**src/rtl/vr_buffer_pkg.sv**
```systemverilog
// Shared constants, width helper and types for the multichannel ejector buffer.
package vr_buffer_pkg;

  localparam int DEF_DATA_WIDTH   = 32;
  localparam int DEF_NUM_CHANNELS = 4;
  localparam int DEF_DEPTH        = 4;

  // A one-channel buffer still carries a 1-bit channel tag.
  function automatic int clog2_min1(input int n);
    return (n <= 2) ? 1 : $clog2(n);
  endfunction

  localparam int DEF_CH_ID_W = clog2_min1(DEF_NUM_CHANNELS);
  localparam int DEF_CNT_W   = $clog2(DEF_DEPTH + 1);

  typedef logic [DEF_CH_ID_W-1:0] ch_id_t;
  typedef logic [DEF_CNT_W-1:0]   cnt_t;

  typedef enum logic {ARB_OPEN, ARB_LOCKED} arb_state_e;

endpackage

```
**src/rtl/vr_sync_fifo.sv**
```systemverilog
// Single-clock FIFO with occupancy count; push/pop are ignored when full/empty.
module vr_sync_fifo #(
  parameter int  DataWidth = 32,
  parameter int  Depth     = 4,
  localparam int PtrW      = $clog2(Depth),
  localparam int CntWidth  = $clog2(Depth + 1)
) (
  input  logic                 i_clk,
  input  logic                 i_rst,
  input  logic                 i_push,
  input  logic                 i_pop,
  input  logic [DataWidth-1:0] i_wdata,
  output logic [DataWidth-1:0] o_rdata,
  output logic                 o_empty,
  output logic                 o_full,
  output logic [CntWidth-1:0]  o_count
);

  logic [Depth-1:0][DataWidth-1:0] r_mem;
  logic [PtrW-1:0]                 r_wptr, r_rptr;
  logic [CntWidth-1:0]             r_count;
  logic                            w_push, w_pop;

  assign o_empty = (r_count == '0);
  assign o_full  = (r_count == CntWidth'(Depth));
  assign o_count = r_count;
  assign o_rdata = r_mem[r_rptr];
  assign w_push  = i_push & ~o_full;
  assign w_pop   = i_pop & ~o_empty;

  always_ff @(posedge i_clk) begin
    if (w_push) r_mem[r_wptr] <= i_wdata;
  end

  // Depth is a power of two, so the pointers wrap naturally.
  always_ff @(posedge i_clk) begin
    if (i_rst) begin
      r_wptr  <= '0;
      r_rptr  <= '0;
      r_count <= '0;
    end else begin
      if (w_push) r_wptr <= r_wptr + PtrW'(1);
      if (w_pop)  r_rptr <= r_rptr + PtrW'(1);
      case ({w_push, w_pop})
        2'b10:   r_count <= r_count + CntWidth'(1);
        2'b01:   r_count <= r_count - CntWidth'(1);
        default: r_count <= r_count;
      endcase
    end
  end

endmodule

```
**src/rtl/vr_multichannel_ejector_buffer.sv**
```systemverilog
// Per-channel FIFOs merged onto one tagged valid/ready output by round-robin;
// a stalled grant is held so the presented word never changes under backpressure.
module vr_multichannel_ejector_buffer
  import vr_buffer_pkg::*;
#(
  parameter int  DataWidth   = DEF_DATA_WIDTH,
  parameter int  NumChannels = DEF_NUM_CHANNELS,
  parameter int  Depth       = DEF_DEPTH,
  localparam int ChIdWidth   = clog2_min1(NumChannels),
  localparam int CntWidth    = $clog2(Depth + 1)
) (
  input  logic                            i_clk,
  input  logic                            i_rst,
  input  logic [NumChannels-1:0]          i_in_valid,
  output logic [NumChannels-1:0]          o_in_ready,
  input  logic [NumChannels*DataWidth-1:0] i_in_data,
  output logic                            o_out_valid,
  input  logic                            i_out_ready,
  output logic [DataWidth-1:0]            o_out_data,
  output logic [ChIdWidth-1:0]            o_out_ch,
  output logic [NumChannels*CntWidth-1:0] o_occupancy
);

  logic [NumChannels-1:0]                w_empty, w_full, w_push, w_pop;
  logic [NumChannels-1:0][DataWidth-1:0] w_rdata;
  logic [NumChannels-1:0][CntWidth-1:0]  w_count;
  logic [ChIdWidth-1:0]                  r_rr_ptr, r_held_g, w_rr_g, w_g;
  arb_state_e                            r_state, w_state_nxt;
  logic                                  w_fire;

  for (genvar gi = 0; gi < NumChannels; gi++) begin : g_ch
    assign o_in_ready[gi] = ~i_rst & ~w_full[gi];
    assign w_push[gi]     = i_in_valid[gi] & o_in_ready[gi];
    assign w_pop[gi]      = w_fire & (w_g == ChIdWidth'(gi));
    assign o_occupancy[gi*CntWidth +: CntWidth] = w_count[gi];

    vr_sync_fifo #(.DataWidth(DataWidth), .Depth(Depth)) u_fifo (
      .i_clk   (i_clk),
      .i_rst   (i_rst),
      .i_push  (w_push[gi]),
      .i_pop   (w_pop[gi]),
      .i_wdata (i_in_data[gi*DataWidth +: DataWidth]),
      .o_rdata (w_rdata[gi]),
      .o_empty (w_empty[gi]),
      .o_full  (w_full[gi]),
      .o_count (w_count[gi])
    );
  end

  // Descending scan so the channel nearest rr_ptr is the last one written.
  always_comb begin
    int idx;
    idx    = 0;
    w_rr_g = '0;
    for (int k = NumChannels - 1; k >= 0; k--) begin
      idx = int'(r_rr_ptr) + k;
      if (idx >= NumChannels) idx = idx - NumChannels;
      if (!w_empty[idx]) w_rr_g = ChIdWidth'(idx);
    end
  end

  assign w_g         = (r_state == ARB_LOCKED) ? r_held_g : w_rr_g;
  assign o_out_valid = |(~w_empty);
  assign w_fire      = o_out_valid & i_out_ready;
  assign o_out_data  = o_out_valid ? w_rdata[w_g] : '0;
  assign o_out_ch    = o_out_valid ? w_g : '0;

  always_comb begin
    w_state_nxt = r_state;
    case (r_state)
      ARB_OPEN:   if (o_out_valid && !i_out_ready) w_state_nxt = ARB_LOCKED;
      ARB_LOCKED: if (i_out_ready) w_state_nxt = ARB_OPEN;
      default:    w_state_nxt = ARB_OPEN;
    endcase
  end

  always_ff @(posedge i_clk) begin
    if (i_rst) begin
      r_state  <= ARB_OPEN;
      r_held_g <= '0;
      r_rr_ptr <= '0;
    end else begin
      r_state <= w_state_nxt;
      if (r_state == ARB_OPEN && w_state_nxt == ARB_LOCKED) r_held_g <= w_g;
      if (w_fire)
        r_rr_ptr <= (w_g == ChIdWidth'(NumChannels - 1)) ? '0 : w_g + ChIdWidth'(1);
    end
  end

endmodule

```
**config.mk**
```make
export PLATFORM = sky130hd
export DESIGN_NAME = vr_multichannel_ejector_buffer
export DESIGN_NICKNAME = d
export VERILOG_FILES = /design/src/rtl/vr_buffer_pkg.sv /design/src/rtl/vr_sync_fifo.sv /design/src/rtl/vr_multichannel_ejector_buffer.sv
export SDC_FILE = /design/constraint.sdc
export NUM_CORES = 1
export LEC_CHECK = 0
export BUFFER_PORTS_ARGS = -buffer_cell sky130_fd_sc_hd__buf_2
export CAP_MARGIN = 5
export CORE_UTILIZATION = 30
export CTS_CLUSTER_DIAMETER = 80
export CTS_CLUSTER_SIZE = 25
export DETAILED_ROUTE_END_ITERATION = 10
export PLACE_DENSITY_LB_ADDON = 0.3
export SYNTH_ARGS = -nofsm -noshare
export SYNTH_HDL_FRONTEND = slang
export SYNTH_SLANG_ARGS = --single-unit
export TNS_END_PERCENT = 5
```
**constraint.sdc**
```tcl
create_clock -name i_clk -period 3.8 [get_ports i_clk]
set_input_delay 0.95 -clock i_clk [delete_from_list [all_inputs] [get_ports i_clk]]
set_output_delay 0.95 -clock i_clk [all_outputs]
set_load 0.01 [all_outputs]
```
==> results.sh, run 1 <==
export IMPL_critPathMaxStageDelay_ps=430
export IMPL_start_kind="register"
export IMPL_cts_root_buf="clkbuf_16"
export IMPL_clock_latency_ps=610
export IMPL_clock_sinks=545
export IMPL_die_y_um=270
export IMPL_placed_cells=2221
export IMPL_final_util=0.371
export IMPL_via_per_inst=5.03
export IMPL_yosysMostFrequentCell="edfxtp_1"
export IMPL_fin_cells=2314
export IMPL_skew_ps=20.3
export IMPL_power_mw=17.8
export IMPL_firstDrtPassIters=5
export IMPL_final_layout_size_suffix_gt1_frac=0.418
export IMPL_postSynthNetCount=1275
export IMPL_grt_total_usage=0.165
export IMPL_num_vias=11600
export IMPL_grt_pass1_wl_um=86200
export IMPL_crit_slowest_cell="a221o_2"
export IMPL_cp_data_required_time_ps=2850
export IMPL_finalCritPeriodShare=1.03
export IMPL_fin_crit_ps=3910
export IMPL_drv_slew=0
export IMPL_wl_um=61000
export IMPL_cts_buffers=30
export IMPL_fin_tns_setup_ps=-2440
export IMPL_nNetsFinal=1506
export IMPL_powerDensity_nw_per_um2=680
export IMPL_cts_max_level=1
export IMPL_grt_pass1_vias=11800
export IMPL_crit_path_end_kind="primary output"
export IMPL_status="finished with violations"
export IMPL_maxCapViolCount=0
export IMPL_path_max_fanout=12
export IMPL_coreArea_um2=70600
export IMPL_fmax_mhz=256
export IMPL_hold_viol_final=0
export IMPL_antenna_found_initial=23
export IMPL_port_buffers=185
export IMPL_crit_chain="or3_4 -> a221o_2 -> buf_4 -> a22o_4 -> buf_12 -> a21oi_1 -> a32oi_2 -> buf_2"
export IMPL_grt_start_max_net_pins=35
export IMPL_arrival_ps=2960
export IMPL_synth_area_leader_cell="edfxtp_1"
export IMPL_initial_core_util=0.306
export IMPL_cts_buffer_depth=3
export IMPL_cts_tree="done"
export IMPL_yosysUniqueCellTypes=54
export IMPL_syn2layout_area_growth_pct=21.5
export IMPL_syn_area_um2=21600
export IMPL_ios=186
export IMPL_final_area_um2=26200
export IMPL_ys_seq_area_frac=0.743
export IMPL_gp_congestion=0.790
export IMPL_rows=97
export IMPL_synth_edf_count=512
export IMPL_fillers=6598
export IMPL_synthCells=1115
export IMPL_ant_nets=0
export IMPL_slew_headroom=0.478
export IMPL_hold_path_class="register to register"
export IMPL_worst_pin_slew_ps=783
export IMPL_critPathKind="register to primary output"
export IMPL_synth_flop_cell="edfxtp_1"
export IMPL_place_area_um2=24000
export IMPL_ctsHoldBuffers=0
export IMPL_peakVddDrop_mv=0.502
export IMPL_grt_remaining_overflow=0
export IMPL_power_leakage_nw=8.27
export IMPL_fin_ws_ps=-114
export IMPL_route_detailed_drc=0
export IMPL_yosysWarnings=0
export IMPL_async_flop_share=0
export IMPL_netlist_top_cells_area="edfxtp_1, mux4_2, dfxtp_1, nand3_1, a32oi_1"
export IMPL_die_area_um2=73000
export IMPL_report_final_setup_viol=32
export IMPL_post_dp_hpwl_um=38900
export IMPL_violations="negative setup slack"
export IMPL_synth_common_cells="edfxtp_1, mux4_2, nand3_1"
export IMPL_ys_ff_latch=545
export IMPL_rsz0062_at_grt="yes"
export IMPL_die_x_um=270
export IMPL_drt_iter0_drc=962
export IMPL_synth_top_cell_area_share=0.712
export IMPL_avgSynthCellArea_um2=19.4
export IMPL_cts_clk_slew_worst_paths_ps=100
export IMPL_routedWlPerCell_um=26.4
[cells in the final DEF, fill, tap and decap left out, types with 4 or more instances in the layout]
cell and count:
and3_2 8, inv_1 30, xnor2_1 5, o21ai_0 6
diode_2 9, nor2b_1 4, a21oi_4 8, a31oi_1 4
mux4_2 128, edfxtp_1 512, buf_4 49, nand2_1 41
and2_1 7, clkbuf_16 33, nand3_2 24, dfxtp_2 6
and3_1 9, or3_1 6, buf_2 180, o31ai_1 6
a21oi_1 14, ha_1 21, nor2_1 29, fa_1 4
nand3_1 38, a32oi_2 24, mux2_1 4, xor2_1 9
dfxtp_1 24, buf_6 10, a21oi_2 25, a32oi_4 8
buf_12 23
[metal layers]
| layer | track usage | wire length, um | vias to the layer above |
|---|---|---|---|
| met3 | 0.0445 | 4940 | 90 |
| met2 | 0.272 | 29600 | 380 |
| met4 | 0.0376 | 1440 | 22 |
| met5 | 0 | 130 | - |
| li1 | - | - | 5018 |
| met1 | 0.217 | 24900 | 6130 |
[power by group]
group	leakage, nW	switching, mW	internal (mW)
sequential	4.92	0.150	6.79
combinational	2.87	4.17	3.08
clock	0.479	2.03	1.60
total	8.27	6.35	11.5
[flip-flops by register name (all words and copies together) (netlist names)]
signal               cells
g_ch.u_fifo.r_mem      512
r_state                  1
r_rr_ptr                 2
g_ch.u_fifo.r_wptr       8
g_ch.u_fifo.o_count     12
r_held_g                 2
g_ch.u_fifo.r_rptr       8
[per-stage QoR]
step,worst slack (ps),hold slack [ps]
floorplan,606,478
global placement,195,470
detailed placement,129,474
CTS,-105,492
global route,-187,515
finish,-114,490
[final cells by class]
type	count	area [um2]	area share
Antenna cell	9	22.5	0.000859
Clock buffer	35	812	0.0310
Clock inverter	16	164	0.00625
Inverter	30	113	0.00430
Multi-Input combinational cell	473	5930	0.226
Sequential cell	545	16100	0.612
Tap cell	940	1180	0.0449
Timing Repair Buffer	266	1950	0.0744
[cell families after synthesis]
| group | count (synthesis) | share of synthesized area |
|---|---|---|
| flip-flops | 545 | 0.743 |
| AND/OR/NAND/NOR | 189 | 0.0442 |
| multiplexers | 135 | 0.137 |
| AO/OA/AOI/OAI | 109 | 0.0355 |
| buffers and inverters | 98 | 0.0186 |
| adder cells (fa/ha/maj) | 25 | 0.0159 |
| XOR/XNOR | 14 | 0.00568 |
[worst max-delay path: cells and delay by family, from the launching register on]
family                 cells  cell delay (ps)
AO/OA/AOI/OAI              4             1040
buffers and inverters      3              540
flip-flops                 1              360
AND/OR/NAND/NOR            1              380
[worst paths after layout]
kind | end | slack, ps | cells past startpoint | startpoint
worst min-delay path | g_ch[0].u_fifo.r_rptr[1]$_SDFFE_PP0P_ | 490 | 2 | g_ch[0].u_fifo.r_rptr[1]$_SDFFE_PP0P_
worst min register to register | g_ch[0].u_fifo.r_rptr[1]$_SDFFE_PP0P_ | 490 | 2 | g_ch[0].u_fifo.r_rptr[1]$_SDFFE_PP0P_
worst max register to register | g_ch[3].u_fifo.o_count[2]$_SDFFE_PP0P_ | 100 | 14 | g_ch[1].u_fifo.o_count[2]$_SDFFE_PP0P_
worst max-delay path | o_out_data[19] | -110 | 8 | g_ch[1].u_fifo.o_count[2]$_SDFFE_PP0P_
[repair_timing]
item	CTS	global route
resized for setup	99	48
pin swaps	17	25
setup buffers	25	3
cloned	7	1
setup endpoints to repair	32	32
Note: power is estimated with default switching activity, not from simulation.
==> run 2, diff against run 1 <==
--- a/config.mk
+++ b/config.mk
@@ -8,9 +8,11 @@
 export BUFFER_PORTS_ARGS = -buffer_cell sky130_fd_sc_hd__buf_2
 export CAP_MARGIN = 5
 export CORE_UTILIZATION = 30
-export CTS_CLUSTER_DIAMETER = 80
+export CTS_CLUSTER_DIAMETER = 40
 export CTS_CLUSTER_SIZE = 25
 export DETAILED_ROUTE_END_ITERATION = 10
+export GPL_TIMING_DRIVEN = 0
+export HOLD_SLACK_MARGIN = 0.02
 export PLACE_DENSITY_LB_ADDON = 0.3
 export SYNTH_ARGS = -nofsm -noshare
 export SYNTH_HDL_FRONTEND = slang
==> run 2 against run 1 <==
The flow still finishes with violations (negative setup slack). Largest cell class unchanged. Clock skew down 3.9 ps. Global-route usage down 0.76 points. Critical path depth unchanged. First-iteration DRC count up 0.10%. Worst setup slack better by 26 ps. Critical path type unchanged. Sequential cell count unchanged. Maximum frequency up 0.67%. Register-to-register slack better by 160 ps. Cell area up 5.5%. Total power up 15%.
==> results.sh, run 2 (same netlist as run 1, synthesis figures left out) <==
export IMPL_routedWlPerCell_um=24.0
export IMPL_powerDensity_nw_per_um2=741
export IMPL_cts_max_level=3
export IMPL_ctsHoldBuffers=0
export IMPL_die_x_um=270
export IMPL_final_util=0.391
export IMPL_largest_register="g_ch.u_fifo.r_mem"
export IMPL_arrival_ps=2940
export IMPL_drt_iter0_drc=963
export IMPL_clock_latency_ps=600
export IMPL_violations="negative setup slack"
export IMPL_report_final_setup_viol=26
export IMPL_cp_data_required_time_ps=2850
export IMPL_grt_pass1_wl_um=82400
export IMPL_cts_buffers=75
export IMPL_fillers=6451
export IMPL_p_sw_mw=6.90
export IMPL_grt_pass1_vias=12100
export IMPL_fmax_mhz=257
export IMPL_fin_crit_ps=3890
export IMPL_pwr_share_clk=0.335
export IMPL_die_area_um2=73000
export IMPL_cts_clk_slew_worst_paths_ps=50
export IMPL_hold_viol_final=0
export IMPL_fin_cells=2406
export IMPL_grt_remaining_overflow=0
export IMPL_ios=186
export IMPL_status="finished with violations"
export IMPL_final_layout_size_suffix_gt1_frac=0.440
export IMPL_nNetsFinal=1562
export IMPL_firstDrtPassIters=7
export IMPL_wl_um=57700
export IMPL_skew_ps=16.4
export IMPL_power_leakage_nw=8.96
export IMPL_slew_headroom=0.462
export IMPL_grt_start_max_net_pins=33
export IMPL_crit_path_end_kind="primary output"
export IMPL_maxCapViolCount=0
export IMPL_final_area_um2=27600
export IMPL_post_dp_hpwl_um=40500
export IMPL_holdWs_ps=523
export IMPL_largest_register_ffs=512
export IMPL_seq_power_share=0.337
export IMPL_p_int_mw=13.6
export IMPL_layout_common_cells="edfxtp_1, buf_2, mux4_2"
export IMPL_route_detailed_drc=0
export IMPL_start_kind="register"
export IMPL_peakVddDrop_mv=0.447
export IMPL_via_per_inst=4.92
export IMPL_finalCritPeriodShare=1.02
export IMPL_initial_core_util=0.306
export IMPL_ant_nets=0
export IMPL_num_vias=11800
export IMPL_switching_share=0.337
export IMPL_combPwrFrac=0.327
export IMPL_worst_pin_slew_ps=807
export IMPL_rsz0062_at_grt="yes"
export IMPL_clock_sinks=545
export IMPL_path_max_fanout=5
export IMPL_die_y_um=270
export IMPL_place_area_um2=24000
export IMPL_critPathKind="register to primary output"
export IMPL_drv_slew=0
export IMPL_layout_commonest_cell="edfxtp_1"
export IMPL_hold_path_class="register to register"
export IMPL_coreArea_um2=70600
export IMPL_syn2layout_area_growth_pct=28.1
export IMPL_grt_total_usage=0.157
export IMPL_gp_congestion=0.780
export IMPL_cts_tree="done"
export IMPL_placed_cells=2255
export IMPL_cts_buffer_depth=3
export IMPL_port_buffers=184
export IMPL_fin_ws_ps=-87.8
export IMPL_antenna_found_initial=33
export IMPL_rows=97
export IMPL_cts_root_buf="clkbuf_16"
==> run 2: cell types whose count changed in the layout (fill, tap and decap cells not counted), moves of 10 or more <==
cell / delta
nand3_1: +13
clkinv_2: +10
clkbuf_1: +12
clkbuf_16: +47
buf_2: +12
inv_6: +14
buf_4: -34
a21oi_2: -11
clkbuf_2: +13
nand3_2: -10
==> run 2: worst paths after layout <==
| check | from | endpoint | slack, ps | cells after the start |
|---|---|---|---|---|
| worst max-delay path | g_ch[0].u_fifo.o_count[1]$_SDFFE_PP0P_ | o_out_data[0] | -90 | 8 |
| worst min-delay path | r_held_g[1]$_SDFFE_PP0P_ | r_held_g[1]$_SDFFE_PP0P_ | 520 | 2 |
| worst max register to register | g_ch[0].u_fifo.o_count[1]$_SDFFE_PP0P_ | g_ch[3].u_fifo.o_count[2]$_SDFFE_PP0P_ | 260 | 13 |
| worst min register to register | r_held_g[1]$_SDFFE_PP0P_ | r_held_g[1]$_SDFFE_PP0P_ | 520 | 2 |
==> run 2: critical path, cell delays in order, from the launching register on <==
cell     delay, ps
dfxtp_2        350
or3_4          400
a221o_1        400
o21ai_4        170
buf_12         140
buf_2          190
nand3_1        150
a32oi_4        340
buf_2          200
==> run 2: per-layer routing <==
metal	vias up	global-route usage	wire (um)
met5	-	0	199
met4	34	0.0317	974
met3	106	0.0568	4810
met2	407	0.261	28400
met1	6115	0.198	23300
li1	5170	-	-
==> run 2: cell type report <==
class / count / area (um2) / share of cell area
Clock inverter: 56 / 505 / 0.0183
Timing Repair Buffer: 212 / 1370 / 0.0497
Tap cell: 940 / 1180 / 0.0425
Antenna cell: 3 / 7.51 / 0.000272
Buffer: 66 / 499 / 0.0181
Sequential cell: 545 / 16100 / 0.581
Inverter: 30 / 113 / 0.00407
Multi-Input combinational cell: 472 / 5920 / 0.214
Clock buffer: 82 / 2000 / 0.0723
==> run 2: stage by stage <==
step / setup WS, ps / TNS, ps / power, mW
final: -87.8 / -1460 / 20.5
after global routing: -176 / -4340 / 21.3
after CTS: -114 / -2380 / 20.5
after detailed placement: -252 / -2380 / 11.9
after global placement: -176 / -1020 / 11.8
after floorplan: 606 / 0 / 9.67
==> run 2: power groups by stage <==
stage | clock, mW | combinational (mW) | sequential, mW
final | 6.87 | 6.71 | 6.91
after floorplan | 0 | 2.65 | 7.02
after CTS | 7.02 | 6.58 | 6.91
after detailed placement | 0 | 4.87 | 7.03
after global placement | 0 | 4.80 | 7.03
after global routing | 7.28 | 7.10 | 6.93
==> run 2: repair_timing <==
action / CTS / global route
pin swaps: 23 / 2
setup buffers: 10 / 0
cloned: 2 / 0
setup endpoints to repair: 36 / 33
gates resized for setup: 200 / 24
==> run 3, diff against run 2 <==
--- a/config.mk
+++ b/config.mk
@@ -14,6 +14,7 @@
 export GPL_TIMING_DRIVEN = 0
 export HOLD_SLACK_MARGIN = 0.02
 export PLACE_DENSITY_LB_ADDON = 0.3
+export REMOVE_ABC_BUFFERS = 1
 export SYNTH_ARGS = -nofsm -noshare
 export SYNTH_HDL_FRONTEND = slang
 export SYNTH_SLANG_ARGS = --single-unit
==> constraint.sdc (replaced) <==
create_clock -name i_clk -period 4.2 [get_ports i_clk]
set_input_delay 1.05 -clock i_clk [delete_from_list [all_inputs] [get_ports i_clk]]
set_output_delay 1.05 -clock i_clk [all_outputs]
set_load 0.01 [all_outputs]
==> run 3 against run 2 <==
The run now ends clean. Utilization shrank 1.2 points. First-iteration DRC count shrank 2.6%. Worst hold slack lost 4.5 ps. Total power shrank 16%. Wire length grew 2.0%. Via count shrank 2.1%. Critical path type unchanged. Largest cell class unchanged.
==> results.sh, run 3 (same netlist as run 1, synthesis figures left out) <==
export IMPL_status="complete, no violations"
export IMPL_grt_total_usage=0.162
export IMPL_grt_start_max_net_pins=43
export IMPL_rows=97
export IMPL_powerDensity_nw_per_um2=646
export IMPL_cts_buffer_depth=3
export IMPL_skew_ps=16.0
export IMPL_cts_tree="done"
export IMPL_fin_crit_ps=4130
export IMPL_cts_root_buf="clkbuf_16"
export IMPL_fin_ws_ps=67.1
export IMPL_cp_startpoint="g_ch[1].u_fifo.o_count[2]$_SDFFE_PP0P_"
export IMPL_cts_clk_slew_worst_paths_ps=50
export IMPL_layout_commonest_cell="edfxtp_1"
export IMPL_final_layout_size_suffix_gt1_frac=0.378
export IMPL_cp_data_required_time_ps=3150
export IMPL_pre_cts_slack_ps=380
export IMPL_port_buffers=185
export IMPL_coreArea_um2=70600
export IMPL_drv_slew=0
export IMPL_wl_um=58800
export IMPL_largest_register_ffs=512
export IMPL_grt_pass1_wl_um=84500
export IMPL_maxCapViolCount=0
export IMPL_cts_buffers=70
export IMPL_arrival_ps=3080
export IMPL_crit_slowest_cell="a221o_4"
export IMPL_ctsHoldBuffers=0
export IMPL_fin_tns_setup_ps=0
export IMPL_routedWlPerCell_um=25.0
export IMPL_num_vias=11600
export IMPL_ios=186
export IMPL_critPathMaxStageDelay_ps=470
export IMPL_critPathKind="register to primary output"
export IMPL_drt_iter0_drc=938
export IMPL_antenna_found_initial=32
export IMPL_layout_common_cells="edfxtp_1, buf_2, mux4_2"
export IMPL_die_area_um2=73000
export IMPL_start_kind="register"
export IMPL_report_final_setup_viol=0
export IMPL_nNetsFinal=1506
export IMPL_clock_sinks=545
export IMPL_via_per_inst=4.93
export IMPL_fmax_mhz=242
export IMPL_gp_congestion=0.725
export IMPL_grt_pass1_vias=12100
export IMPL_hold_viol_final=0
export IMPL_worstHoldStart="r_held_g[1]$_SDFFE_PP0P_"
export IMPL_hold_path_class="register to register"
export IMPL_initial_core_util=0.306
export IMPL_final_util=0.380
export IMPL_route_detailed_drc=0
export IMPL_path_buf_inv=3
export IMPL_post_dp_hpwl_um=39100
export IMPL_largest_register="g_ch.u_fifo.r_mem"
export IMPL_worst_pin_slew_ps=863
export IMPL_die_y_um=270
export IMPL_rsz0062_at_grt="yes"
export IMPL_place_area_um2=24100
export IMPL_ant_nets=0
export IMPL_slew_headroom=0.424
export IMPL_power_leakage_nw=8.68
export IMPL_die_x_um=270
export IMPL_grt_remaining_overflow=0
export IMPL_crit_path_end_kind="primary output"
export IMPL_path_max_fanout=10
export IMPL_cts_max_level=3
export IMPL_reg2reg_from="g_ch[1].u_fifo.o_count[2]$_SDFFE_PP0P_"
export IMPL_finalCritPeriodShare=0.984
export IMPL_power_mw=17.3
export IMPL_clock_latency_ps=600
export IMPL_worst_path_dominant_cell_family="compound AO/OA/AOI/OAI gates"
export IMPL_crit_chain="or3_4 -> a221o_4 -> buf_4 -> a22o_4 -> buf_12 -> a21oi_1 -> a32oi_2 -> buf_2"
export IMPL_final_area_um2=26800
export IMPL_syn2layout_area_growth_pct=24.3
export IMPL_firstDrtPassIters=5
export IMPL_peakVddDrop_mv=0.340
run 3: cell types whose count changed in the layout (fill, tap and decap cells not counted), moves of 13 or more:
cell,delta
a21oi_1,+25
nand3_2,-13
clkbuf_2,-13
nand3_1,+13
a32oi_1,+23
a32oi_4,-14
run 3: timing repair:
action | 4_1_cts | 5_1_grt
resized for setup | 18 | 7
cloned | 3 | 1
endpoints found under the setup margin | 32 | 17
buffers inserted | 8 | 3
pin swaps | 5 | 1
run 3: report_power, final:
part	leakage (nW)	total, mW	switching (mW)	internal (mW)
sequential	4.92	6.42	0.262	6.16
clock	1.17	6.11	2.43	3.67
combinational	2.58	4.79	2.90	1.88
total	8.68	17.3	5.60	11.7
run 3: final cells by class:
| type | count | area [um2] |
|---|---|---|
| well taps | 940 | 1180 |
| fillers | 6526 | 43800 |
| diodes | 7 | 17.5 |
| clock buffers | 79 | 1870 |
| repair buffers | 223 | 1630 |
| clock inverters | 50 | 553 |
| inverters | 30 | 113 |
| multi-input cells | 476 | 5400 |
| flip-flops and latches | 545 | 16100 |
run 3: path summary, 6_finish.rpt:
path | slack [ps] | cells after the start | end
hold reg to reg | 520 | 2 | r_held_g[1]$_SDFFE_PP0P_
setup reg to reg | 590 | 13 | g_ch[3].u_fifo.o_count[2]$_SDFFE_PP0P_
hold / removal | 520 | 2 | r_held_g[1]$_SDFFE_PP0P_
setup / recovery | 70 | 8 | o_out_data[5]
run 3: tightest hold or removal path: stages, from the launching register on:
cell,delay (ps)
dfxtp_1,340
mux2i_1,70
nor2_1,70
run 3: per-layer routing:
| metal | GRT usage | vias to the layer above | wire length, um |
|---|---|---|---|
| met2 | 0.277 | 325 | 29900 |
| met4 | 0.0522 | 36 | 1340 |
| li1 | - | 5070 | - |
| met5 | 0 | - | 211 |
| met3 | 0.0527 | 119 | 4550 |
| met1 | 0.190 | 6038 | 22900 |
run 3: stage by stage:
stage,hold slack (ps),cells
finish,518,2350
global route,563,2347
CTS,521,2339
detailed placement,510,2199
global placement,504,2172
floorplan,478,1047
